[config.mk]
export PLATFORM = sky130hd
export DESIGN_NAME = pipe_cla_adder_flat
export DESIGN_NICKNAME = d
export VERILOG_FILES = /design/src/rtl/pipe_cla_adder_pkg.sv /design/src/rtl/pipe_cla_adder_if.sv /design/src/rtl/pipe_cla_adder_group16.sv /design/src/rtl/pipe_cla_adder.sv /design/src/flat_wrapper.sv
export SDC_FILE = /design/constraint.sdc
export NUM_CORES = 1
export LEC_CHECK = 0
export BUFFER_PORTS_ARGS = -buffer_cell sky130_fd_sc_hd__buf_2
export CAP_MARGIN = 20
export CORE_MARGIN = 2
export CORE_UTILIZATION = 63
export CTS_BUF_LIST = sky130_fd_sc_hd__clkbuf_8
export DETAILED_ROUTE_END_ITERATION = 16
export PLACE_DENSITY = 0.88
export SLEW_MARGIN = 20
export SYNTH_ARGS = -nofsm -noshare
export SYNTH_HDL_FRONTEND = slang
export SYNTH_HIERARCHICAL = 1
export SYNTH_SLANG_ARGS = --single-unit
[constraint.sdc]
create_clock -name clk -period 4.69 [get_ports clk]
set_clock_uncertainty 0.15 [all_clocks]
set_input_delay 1.407 -clock clk [delete_from_list [all_inputs] [get_ports clk]]
set_output_delay 1.407 -clock clk [all_outputs]
set_load 0.005 [all_outputs]
[src/rtl/pipe_cla_adder_pkg.sv]
// cla_pkg: shared constants and lookahead helpers for pipe_cla_adder.
// Group width 16, max operand width 128, NG-level and 4-bit lookahead functions.
package cla_pkg;

  localparam int CLA_GROUP_W = 16;
  localparam int CLA_MAX_W   = 128;
  localparam int CLA_MAX_NG  = CLA_MAX_W / CLA_GROUP_W;

  // Carry vector c[0..NG] across groups. Unused upper groups are fed
  // with G=P=0, so the extra carries are 0 and get truncated by callers.
  function automatic logic [CLA_MAX_NG:0] cla_lookahead(
    input logic [CLA_MAX_NG-1:0] g,
    input logic [CLA_MAX_NG-1:0] p,
    input logic                  cin
  );
    logic [CLA_MAX_NG:0] c;
    c[0] = cin;
    for (int i = 0; i < CLA_MAX_NG; i++) begin
      c[i+1] = g[i] | (p[i] & c[i]);
    end
    return c;
  endfunction

  // Carries into positions 0..3 of a 4-wide lookahead block.
  function automatic logic [3:0] la4_carry(
    input logic [3:0] g,
    input logic [3:0] p,
    input logic       c0
  );
    logic [3:0] c;
    c[0] = c0;
    c[1] = g[0] | (p[0] & c0);
    c[2] = g[1] | (p[1] & g[0]) | (p[1] & p[0] & c0);
    c[3] = g[2] | (p[2] & g[1]) | (p[2] & p[1] & g[0])
         | (p[2] & p[1] & p[0] & c0);
    return c;
  endfunction

  // Block {generate, propagate} of a 4-wide lookahead block.
  function automatic logic [1:0] la4_gp(
    input logic [3:0] g,
    input logic [3:0] p
  );
    logic gg;
    gg = g[3] | (p[3] & g[2]) | (p[3] & p[2] & g[1])
       | (p[3] & p[2] & p[1] & g[0]);
    return {gg, &p};
  endfunction

endpackage

[src/rtl/pipe_cla_adder_if.sv]
// pipe_cla_adder_if: operand/result valid-ready bundle for pipe_cla_adder.
// master = producer/consumer side, slave = adder side; sub under PIPE_CLA_SUB_EN.
interface pipe_cla_adder_if #(
  parameter int WIDTH = 32
);

  logic             in_valid;
  logic             in_ready;
  logic [WIDTH-1:0] a;
  logic [WIDTH-1:0] b;
  logic             cin;
`ifdef PIPE_CLA_SUB_EN
  logic             sub;
`endif
  logic             out_valid;
  logic             out_ready;
  logic [WIDTH-1:0] sum;
  logic             cout;
  logic             ovf;

  modport master (
`ifdef PIPE_CLA_SUB_EN
    output sub,
`endif
    output in_valid, a, b, cin, out_ready,
    input  in_ready, out_valid, sum, cout, ovf
  );

  modport slave (
`ifdef PIPE_CLA_SUB_EN
    input  sub,
`endif
    input  in_valid, a, b, cin, out_ready,
    output in_ready, out_valid, sum, cout, ovf
  );

endinterface

[src/rtl/pipe_cla_adder_group16.sv]
// cla_group16: 16-bit CLA group, four 4-bit blocks plus a 4-bit generator.
// In a_i/b_i; out g_o/p_o, sum0_o/sum1_o (cin 0/1), msbc0_o/msbc1_o (carry into bit 15).
module cla_group16
  import cla_pkg::*;
(
  input  logic [15:0] a_i,
  input  logic [15:0] b_i,
  output logic        g_o,
  output logic        p_o,
  output logic [15:0] sum0_o,
  output logic [15:0] sum1_o,
  output logic        msbc0_o,
  output logic        msbc1_o
);

  logic [15:0] gb;
  logic [15:0] pb;
  logic [15:0] c0;
  logic [15:0] c1;
  logic [3:0]  bg;
  logic [3:0]  bp;
  logic [3:0]  bc0;
  logic [3:0]  bc1;

  always_comb begin
    gb = a_i & b_i;
    pb = a_i ^ b_i;
    bg = '0;
    bp = '0;
    c0 = '0;
    c1 = '0;
    for (int j = 0; j < 4; j++) begin
      {bg[j], bp[j]} = la4_gp(gb[4*j +: 4], pb[4*j +: 4]);
    end
    bc0 = la4_carry(bg, bp, 1'b0);
    bc1 = la4_carry(bg, bp, 1'b1);
    for (int j = 0; j < 4; j++) begin
      c0[4*j +: 4] = la4_carry(gb[4*j +: 4], pb[4*j +: 4], bc0[j]);
      c1[4*j +: 4] = la4_carry(gb[4*j +: 4], pb[4*j +: 4], bc1[j]);
    end
    {g_o, p_o} = la4_gp(bg, bp);
    sum0_o  = pb ^ c0;
    sum1_o  = pb ^ c1;
    msbc0_o = c0[15];
    msbc1_o = c1[15];
  end

endmodule

[src/rtl/pipe_cla_adder.sv]
// pipe_cla_adder: 2-stage pipelined carry-select CLA, 16-bit groups, valid/ready.
// Ports clk, rst (sync, high), bus (pipe_cla_adder_if.slave); PIPE_CLA_SUB_EN adds sub.
module pipe_cla_adder
  import cla_pkg::*;
#(
  parameter int WIDTH = 32
) (
  input logic            clk,
  input logic            rst,
  pipe_cla_adder_if.slave bus
);

  localparam int NG = WIDTH / CLA_GROUP_W;

  if ((WIDTH % CLA_GROUP_W) != 0 || WIDTH < CLA_GROUP_W
      || WIDTH > CLA_MAX_W) begin : g_bad_width
    $error("pipe_cla_adder: WIDTH must be a multiple of 16 in 16..128");
  end

  if ($bits(bus.a) != WIDTH) begin : g_bad_bus
    $error("pipe_cla_adder: bus WIDTH differs from adder WIDTH");
  end

  logic [WIDTH-1:0] b_eff;
  logic             cin_eff;

`ifdef PIPE_CLA_SUB_EN
  // Subtract as a + ~b + 1; cin is overridden.
  assign b_eff   = bus.sub ? ~bus.b : bus.b;
  assign cin_eff = bus.sub | bus.cin;
`else
  assign b_eff   = bus.b;
  assign cin_eff = bus.cin;
`endif

  logic [NG-1:0]    gg;
  logic [NG-1:0]    gp;
  logic [WIDTH-1:0] s0;
  logic [WIDTH-1:0] s1;
  logic [NG-1:0]    mc0;
  logic [NG-1:0]    mc1;

  for (genvar i = 0; i < NG; i++) begin : g_grp
    cla_group16 u_grp (
      .a_i     (bus.a[16*i +: 16]),
      .b_i     (b_eff[16*i +: 16]),
      .g_o     (gg[i]),
      .p_o     (gp[i]),
      .sum0_o  (s0[16*i +: 16]),
      .sum1_o  (s1[16*i +: 16]),
      .msbc0_o (mc0[i]),
      .msbc1_o (mc1[i])
    );
  end

  // Only the top group's MSB carries feed the overflow flag.
  logic unused_msbc;
  assign unused_msbc = ^{mc0, mc1};

  logic             v1_q,    v1_d;
  logic [NG-1:0]    g1_q,    g1_d;
  logic [NG-1:0]    p1_q,    p1_d;
  logic [WIDTH-1:0] s01_q,   s01_d;
  logic [WIDTH-1:0] s11_q,   s11_d;
  logic             mc01_q,  mc01_d;
  logic             mc11_q,  mc11_d;
  logic             cin1_q,  cin1_d;

  logic             v2_q,    v2_d;
  logic [WIDTH-1:0] sum_q,   sum_d;
  logic             cout_q,  cout_d;
  logic             ovf_q,   ovf_d;

  logic             s2_adv;
  logic             in_rdy;
  logic             s1_fire;
  logic             s2_load;

  assign s2_adv  = !v2_q || bus.out_ready;
  assign in_rdy  = !v1_q || s2_adv;
  assign s1_fire = bus.in_valid && in_rdy;
  assign s2_load = v1_q && s2_adv;

  logic [NG:0]      c;
  logic [WIDTH-1:0] sel;
  logic             msbc;

  always_comb begin
    c = (NG+1)'(cla_lookahead(CLA_MAX_NG'(g1_q), CLA_MAX_NG'(p1_q), cin1_q));
    sel = s01_q;
    for (int i = 0; i < NG; i++) begin
      if (c[i]) sel[16*i +: 16] = s11_q[16*i +: 16];
    end
    msbc = c[NG-1] ? mc11_q : mc01_q;
  end

  always_comb begin
    v1_d   = v1_q;
    g1_d   = g1_q;
    p1_d   = p1_q;
    s01_d  = s01_q;
    s11_d  = s11_q;
    mc01_d = mc01_q;
    mc11_d = mc11_q;
    cin1_d = cin1_q;
    v2_d   = v2_q;
    sum_d  = sum_q;
    cout_d = cout_q;
    ovf_d  = ovf_q;
    if (in_rdy) v1_d = bus.in_valid;
    if (s1_fire) begin
      g1_d   = gg;
      p1_d   = gp;
      s01_d  = s0;
      s11_d  = s1;
      mc01_d = mc0[NG-1];
      mc11_d = mc1[NG-1];
      cin1_d = cin_eff;
    end
    if (s2_adv) v2_d = v1_q;
    if (s2_load) begin
      sum_d  = sel;
      cout_d = c[NG];
      ovf_d  = msbc ^ c[NG];
    end
  end

  always_ff @(posedge clk) begin
    if (rst) begin
      v1_q   <= 1'b0;
      g1_q   <= '0;
      p1_q   <= '0;
      s01_q  <= '0;
      s11_q  <= '0;
      mc01_q <= 1'b0;
      mc11_q <= 1'b0;
      cin1_q <= 1'b0;
      v2_q   <= 1'b0;
      sum_q  <= '0;
      cout_q <= 1'b0;
      ovf_q  <= 1'b0;
    end else begin
      v1_q   <= v1_d;
      g1_q   <= g1_d;
      p1_q   <= p1_d;
      s01_q  <= s01_d;
      s11_q  <= s11_d;
      mc01_q <= mc01_d;
      mc11_q <= mc11_d;
      cin1_q <= cin1_d;
      v2_q   <= v2_d;
      sum_q  <= sum_d;
      cout_q <= cout_d;
      ovf_q  <= ovf_d;
    end
  end

  assign bus.in_ready  = in_rdy;
  assign bus.out_valid = v2_q;
  assign bus.sum       = sum_q;
  assign bus.cout      = cout_q;
  assign bus.ovf       = ovf_q;

endmodule

[src/flat_wrapper.sv]
// flat-port wrapper written by rule: the top's interface ports become plain ports
module pipe_cla_adder_flat import cla_pkg::*;
#(
  parameter int WIDTH = 32
)
  (clk, rst, bus_in_valid, bus_a, bus_b, bus_cin, bus_out_ready, bus_in_ready, bus_out_valid, bus_sum, bus_cout, bus_ovf);
  pipe_cla_adder_if #(.WIDTH(WIDTH)) bus_i ();
  input logic clk;
  input logic rst;
  input wire logic [$bits(bus_i.in_valid)-1:0] bus_in_valid;
  input wire logic [$bits(bus_i.a)-1:0] bus_a;
  input wire logic [$bits(bus_i.b)-1:0] bus_b;
  input wire logic [$bits(bus_i.cin)-1:0] bus_cin;
  input wire logic [$bits(bus_i.out_ready)-1:0] bus_out_ready;
  output wire logic [$bits(bus_i.in_ready)-1:0] bus_in_ready;
  output wire logic [$bits(bus_i.out_valid)-1:0] bus_out_valid;
  output wire logic [$bits(bus_i.sum)-1:0] bus_sum;
  output wire logic [$bits(bus_i.cout)-1:0] bus_cout;
  output wire logic [$bits(bus_i.ovf)-1:0] bus_ovf;
  assign bus_i.in_valid = bus_in_valid;
  assign bus_i.a = bus_a;
  assign bus_i.b = bus_b;
  assign bus_i.cin = bus_cin;
  assign bus_i.out_ready = bus_out_ready;
  assign bus_in_ready = bus_i.in_ready;
  assign bus_out_valid = bus_i.out_valid;
  assign bus_sum = bus_i.sum;
  assign bus_cout = bus_i.cout;
  assign bus_ovf = bus_i.ovf;
  pipe_cla_adder #(.WIDTH(WIDTH)) u_core (.clk(clk), .rst(rst), .bus(bus_i));
endmodule
After elaboration in Yosys (flattened, before gate mapping)
Cells that the tools add are included.
Operators by class
  bitwise operators: 267
  multiplexer cells: 3
  reductions and logical operators: 16
Operators by type and width (count)
  $and A1 B1 Y1: 148
  $or A1 B1 Y1: 110
  $xor A16 B16 Y16: 6
  $and A16 B16 Y16: 2
  $mux W16: 2
  $reduce_and A16 Y1: 2
  $reduce_and A4 Y1: 8
  $logic_and A1 B1 Y1: 2
  $logic_not A1 Y1: 2
  $logic_or A1 B1 Y1: 2
  $mux W1: 1
  $xor A1 B1 Y1: 1
Storage, ports and cells
  output and inout port bits: 36
  word-level logic and storage cells: 298
  input bits: 69
  register bits after elaboration: 107

Logic depth before layout (Yosys ltp)
Gate-level depths: netlist of the first run.
  depth after elaboration: 12
  depth in mapped cells: 11
  depth with buffers taken out: 11

Modules after synthesis
Netlist of the first run, hierarchy kept.
Modules (own cells, without submodules)
  pipe_cla_adder: area an instance 4018.9 µm², cells an instance 489, times used 1, sequential area each 2142.1 µm²
  cla_group16: area an instance 1021.0 µm², cells an instance 125, times used 2, sequential area each 0.0 µm²

Worst setup path before layout of the first run
Ideal clock, no wire load.
  kind: input port to flip-flop
  start point: in bus_a[17]
  end point: reg u_core.s11_q[29]
  cell stages on the path: 11
  path buffers: 0
  required time: 4.408 ns
  data arrival time: 3.247 ns
  setup time: 0.132 ns
  path slack: 1.161 ns
  path through: ha_1 a211oi_2 o21a_2 inv_2 o2bb2ai_4 nor2_1 nand2_1 fa_1 xor2_1 nand2_1 a21oi_1
On the way
  word-level cells in the longest chain between the ends: 10
  elaborated cells between the ends (all ways): 15
  those cells by class: bitwise (14); reduce/logical (1)
Ends and longest elaborated chain
  start: declaration: line flat_wrapper.sv:11  | input wire logic [$bits(bus_i.a)-1:0] bus_a;
  $and A16 B16 Y16 or $xor A16 B16 Y16 (tied branches): line pipe_cla_adder_group16.sv:26, pipe_cla_adder_group16.sv:27
  $and A1 B1 Y1 (on tied branches): line pipe_cla_adder_pkg.sv:45, pipe_cla_adder_pkg.sv:46
  $or A1 B1 Y1 or $and A1 B1 Y1 (tied branches): line pipe_cla_adder_pkg.sv:45, pipe_cla_adder_pkg.sv:46
  $or A1 B1 Y1: line pipe_cla_adder_pkg.sv:46  | | (p[3] & p[2] & p[1] & g[0]);
  $and A1 B1 Y1: line pipe_cla_adder_pkg.sv:34  | c[3] = g[2] | (p[2] & g[1]) | (p[2] & p[1] & g[0])
  $or A1 B1 Y1: line pipe_cla_adder_pkg.sv:34
  $or A1 B1 Y1 (*): line pipe_cla_adder_pkg.sv:35  | | (p[2] & p[1] & p[0] & c0);
  $and A1 B1 Y1 (*): line pipe_cla_adder_pkg.sv:32  | c[1] = g[0] | (p[0] & c0);
  $or A1 B1 Y1 (*): line pipe_cla_adder_pkg.sv:32
  $xor A16 B16 Y16 (*): line pipe_cla_adder_group16.sv:43  | sum1_o = pb ^ c1;
  net u_core.s1[29]: line pipe_cla_adder.sv:39  | logic [WIDTH-1:0] s1;
  end signal: assignment: line pipe_cla_adder.sv:134  | s11_q <= '0;
  end signal: assignment: line pipe_cla_adder.sv:147  | s11_q <= s11_d;
  end: declaration: line pipe_cla_adder.sv:64  | logic [WIDTH-1:0] s11_q, s11_d;
Mark *: on every way through the listed nets, which the timed path passes. The rest lies on a longest branch.
A chain may end at the register's enable or synchronous reset.

Worst setup path after layout of the first run
Same ends and word-level chain as after synthesis.

==> metrics, run 1 <==
status complete, no violations; initial antenna violation count 0; maximum VDD drop roughly 320 uV; post-route minimum period about 3.5 ns; Hold Path Stages 2; critical path type in2reg; IO Count between 100 and 150; Setup WS pre-CTS between 0.7 and 0.8 ns; clock latency on the worst-skew pair ~0.37 ns; vias in the first global route 5068; dpl hpwl around 9500 um; DRT Pass-1 Iters 6; postcts setup bufs 0; Die H a little over 100 um; layout cells sized above 1 a little under a fifth; first-pass GRT wire length approximately 22000 um; deepest clock path buffer count 2; Final Cycle Share between 70 and 80%; drt drc 0; die width a little over 100 um; starting DRC count in detailed routing between 200 and 300; Final Setup Violations 0; ant diodes 0; Initial Util between 60 and 70%; Final Hold Fails 0; H-tree Lvls 3; synthesized net count about 860; Syn Area/Cell 8.21 um^2; final slew viol count 0; Post-DRT Antenna Nets 0; vias post-DR 5346; Final Util ~73%; clk slew on worst S/H paths ~0.11 ns; f_max about 280 MHz; r2r worst-path depth 5; Root Buffer clkbuf_8; commonest non-fill, non-tap cell in the layout nand2_1; TritonCTS clock tree built; Post-Syn Area approximately 6100 um^2; # fillers 769; RSZ-0062 raised after global routing false; arrival time worst endpoint roughly 3.6 ns; setup TNS 0 ns; row count 35; # placed instances 933; nets just over 900; Pleak between 2 and 3 nW; Layout area overhead 11.7%; post-cts resize count 0; Max-Slew Margin vs Limit 29.8%; core region area 9280 um^2; input/output buffers roughly 100; worst setup margin 1.15 ns; commonest non-fill, non-tap cells in the layout 189 x nand2_1, 107 x dfxtp_1, 103 x buf_2; drt wl/cell approximately 14 um; cts-stage hold buffer count 0; Ys Warns 6; PD cells 313 nW/um^2; post-route insts no fill 949; Hold Crit Class reg2reg; overall global routing resource usage around a quarter; Num CTS Buffers 9; GP Congestion around 0.98; worst-path maximum fanout 8; Post-Route WL 13200 um; DIE AREA 10400 um^2; critical path launch point type input port; CP required between 4 and 5 ns; Synth Instances about 740; largest net degree at the start of global routing 108; CP endpoint kind register; clk sink count about 110; mean number of vias per cell around 5.6; Max Cap Viol 0; actual slew at the worst max-slew pin about 1.1 ns; grt total ovfl 0
worst max-delay path: stages:
cell       delay, ns
buf_2           0.12
ha_1            0.38
a211oi_2        0.28
o21a_2          0.22
inv_2           0.07
o2bb2ai_4       0.17
nor2_1          0.18
nand2_1         0.10
fa_1            0.38
xor2_1          0.17
nand2_1         0.07
a21oi_1         0.05
flip-flops by register name (all words and copies together) (netlist names), 2 cells and up:
register / flops
u_core/s01_q: 32
u_core/p1_q: 2
u_core/bus.sum: 32
u_core/s11_q: 32
u_core/g1_q: 2
final timing paths:
path | slack [ns] | to | start
min reg2reg | 0.31 | u_core/s11_q[16] | u_core/s11_q[16]
max reg2reg | 2.57 | u_core/bus.ovf | u_core/cin1_q
min | 0.31 | u_core/s11_q[16] | u_core/s11_q[16]
max | 1.15 | u_core/s11_q[29] | bus_a[17]
power breakdown:
group	internal (W)	switching (W)
sequential	0.000989	0.0000411
combinational	0.000235	0.000318
clock	0.000213	0.000319
total	0.00144	0.000678
per-layer routing:
metal | global-route usage, % | up-vias | part of all wire (%)
met5 | 0 | - | 0
met1 | 33.9 | 2500 | 43
met3 | 5.20 | 21 | 5.2
met4 | 7.28 | 0 | 1.4
li1 | - | 2679 | -
met2 | 45.1 | 146 | 51
stage by stage:
step / cell area (um^2) / hold slack (ns) / total power, W
2_1_floorplan: 6060 / 0.286 / 0.00145
3_3_place_gp: 6580 / 0.291 / 0.00157
3_5_place_dp: 6580 / 0.296 / 0.00159
4_1_cts: 6770 / 0.310 / 0.00212
5_1_grt: 6770 / 0.331 / 0.00224
6_report: 6770 / 0.310 / 0.00211
area by class of cell:
type	count	area [um^2]	area share [%]
inverters	20	75.1	1.11
multi-input cells	568	3640	53.8
flip-flops and latches	107	2140	31.7
well taps	129	161	2.39
repair buffers	109	561	8.28
clock buffers	10	138	2.03
clock inverters	6	47.5	0.703
Power figures use the tool's default switching activity.
==> inputs of run 2 (changes only) <==
--- a/config.mk
+++ b/config.mk
@@ -8,10 +8,10 @@
 export BUFFER_PORTS_ARGS = -buffer_cell sky130_fd_sc_hd__buf_2
 export CAP_MARGIN = 20
 export CORE_MARGIN = 2
-export CORE_UTILIZATION = 63
+export CORE_UTILIZATION = 58
 export CTS_BUF_LIST = sky130_fd_sc_hd__clkbuf_8
 export DETAILED_ROUTE_END_ITERATION = 16
-export PLACE_DENSITY = 0.88
+export PLACE_DENSITY = 0.82
 export SLEW_MARGIN = 20
 export SYNTH_ARGS = -nofsm -noshare
 export SYNTH_HDL_FRONTEND = slang
==> constraint.sdc (replaced) <==
create_clock -name clk -period 3.7 [get_ports clk]
set_clock_uncertainty 0.15 [all_clocks]
set_input_delay 1.11 -clock clk [delete_from_list [all_inputs] [get_ports clk]]
set_output_delay 1.11 -clock clk [all_outputs]
set_load 0.005 [all_outputs]
==> run 2 against run 1 <==
Compared with the run above:
- via count decreased by 0.22%
- critical endpoint unchanged
- largest power group unchanged
- die area grew 8.3%
- utilization fell by 6.1 points
- largest cell class unchanged
==> metrics, run 2 (same netlist as run 1, synthesis figures left out) <==
PD cells approximately 400 nW/um^2; DP Area 6620 um^2; WP buf/inv 2; setup TNS 0 ns; commonest non-fill, non-tap cells in the layout 189 x nand2_1, 107 x dfxtp_1, 103 x buf_2; Final Hold Fails 0; CP required between 3 and 4 ns; critical path type in2reg; worst setup margin 0.414 ns; largest net degree at the start of global routing roughly 110; Root Buffer clkbuf_8; clock latency on the worst-skew pair roughly 0.36 ns; first-pass GRT wire length 22000 um; Layout area overhead 12.7%; Num CTS Buffers 9; met3 Use GR 5.76%; nets 931; Final Cycle Share about 90%; mean number of vias per cell between 5 and 6; CP max stage delay roughly 0.39 ns; row count 37; initial antenna violation count 0; grt met1 use about 28%; Initial Util approximately 60%; H-tree Lvls 3; WHS about 0.31 ns; layout cells sized above 1 between 10% and 20%; DRT Pass-1 Iters 5; deepest clock path buffer count 2; critical path launch point type input port; drt drc 0; Die H about 110 um; TritonCTS clock tree built; Max-Slew Margin vs Limit between 20 and 30%; die width ~110 um; Setup WS pre-CTS around 0.06 ns; core region area roughly 10000 um^2; grt total ovfl 0; RSZ-0062 raised after global routing false; grt peak-use layer met2; Pleak 2.95 nW; critical-path cell with the highest stage delay fa_1; final slew viol count 0; post-route minimum period about 3.3 ns; CP dominant cell by count nand2_1; postcts setup bufs 0; commonest non-fill, non-tap cell in the layout nand2_1; vias in the first global route approximately 5000; input/output buffers approximately 100; Hold Crit Class reg2reg; vias post-DR 5334; design area 6830 um^2; ant diodes 0; Max Cap Viol 0; DIE AREA about 11000 um^2; Post-DRT Antenna Nets 0; maximum VDD drop 360 uV; overall global routing resource usage between 20% and 30%; Largest delay share family, worst path adder cells; Final Setup Violations 0; f_max approximately 300 MHz; post-cts resize count 0; crit-path cells buf_2, ha_1, a211oi_2, o21a_2, inv_2, o2bb2ai_4, nor2_1, nand2_1, fa_1, xor2_1, nand2_1, a21oi_1; cts-stage hold buffer count 0; dpl hpwl 9290 um; clk sink count between 100 and 150; CP endpoint kind register; clk slew on worst S/H paths 0.10 ns; arrival time worst endpoint about 3.4 ns; IO Count around 110; drt wl/cell 13.6 um; GP Congestion about 0.88; Post-Route WL 13000 um; status complete, no violations; starting DRC count in detailed routing just under 300; actual slew at the worst max-slew pin around 1.1 ns; met2 Use GR between 40% and 50%; worst-path maximum fanout 8
[run 2: changes by cell type in the layout (fill, tap and decap cells not counted)]
cell,change
clkbuf_8,-1
clkinv_8,+1
bufinv_16,+1
buf_12,+3
buf_4,-4
clkinv_4,-1
[run 2: where the power goes]
group / leakage (nW) / switching [W] / internal, W
Combinational: 1.97 / 0.000394 / 0.000302
Sequential: 0.881 / 0.0000536 / 0.00125
Clock: 0.103 / 0.000416 / 0.000324
Total: 2.95 / 0.000864 / 0.00188
[run 2: final cells by class]
class	instances	area [um^2]
Multi-Input combinational cell	568	3640
Tap cell	136	170
Timing Repair Buffer	108	591
Inverter	20	75.1
Sequential cell	107	2140
Clock inverter	7	85.1
Fill cell	872	3400
Clock buffer	9	124
[run 2: metrics by stage]
| step | cells | total power, W | util, % |
|---|---|---|---|
| 5_1_grt | 955 | 0.00291 | 66.7 |
| 6_report | 955 | 0.00274 | 66.7 |
| 3_3_place_gp | 939 | 0.00199 | 64.7 |
| 3_5_place_dp | 939 | 0.00202 | 64.7 |
| 2_1_floorplan | 738 | 0.00184 | - |
| 4_1_cts | 955 | 0.00276 | 66.7 |
[run 2: layer usage]
layer	vias up	share of wire, %
li1	2676	-
met1	2491	44
met2	145	50
met3	22	5.1
met4	0	1.3
met5	-	0
[run 2: worst register-to-register path, cell delays in order (launching register included)]
cell and delay (ns):
dfxtp_1 0.52, buf_4 0.35, a21o_1 0.67, a21oi_4 0.14
xnor2_1 0.21, a211oi_2 0.08
[run 2: path summary, 6_finish.rpt]
check | start | end | slack [ns] | cells past startpoint
max | bus_a[17] | u_core/s11_q[29] | 0.41 | 12
max reg2reg | u_core/cin1_q | u_core/bus.ovf | 1.43 | 5
min reg2reg | u_core/s01_q[10] | u_core/s01_q[10] | 0.31 | 2
min | u_core/s01_q[10] | u_core/s01_q[10] | 0.31 | 2
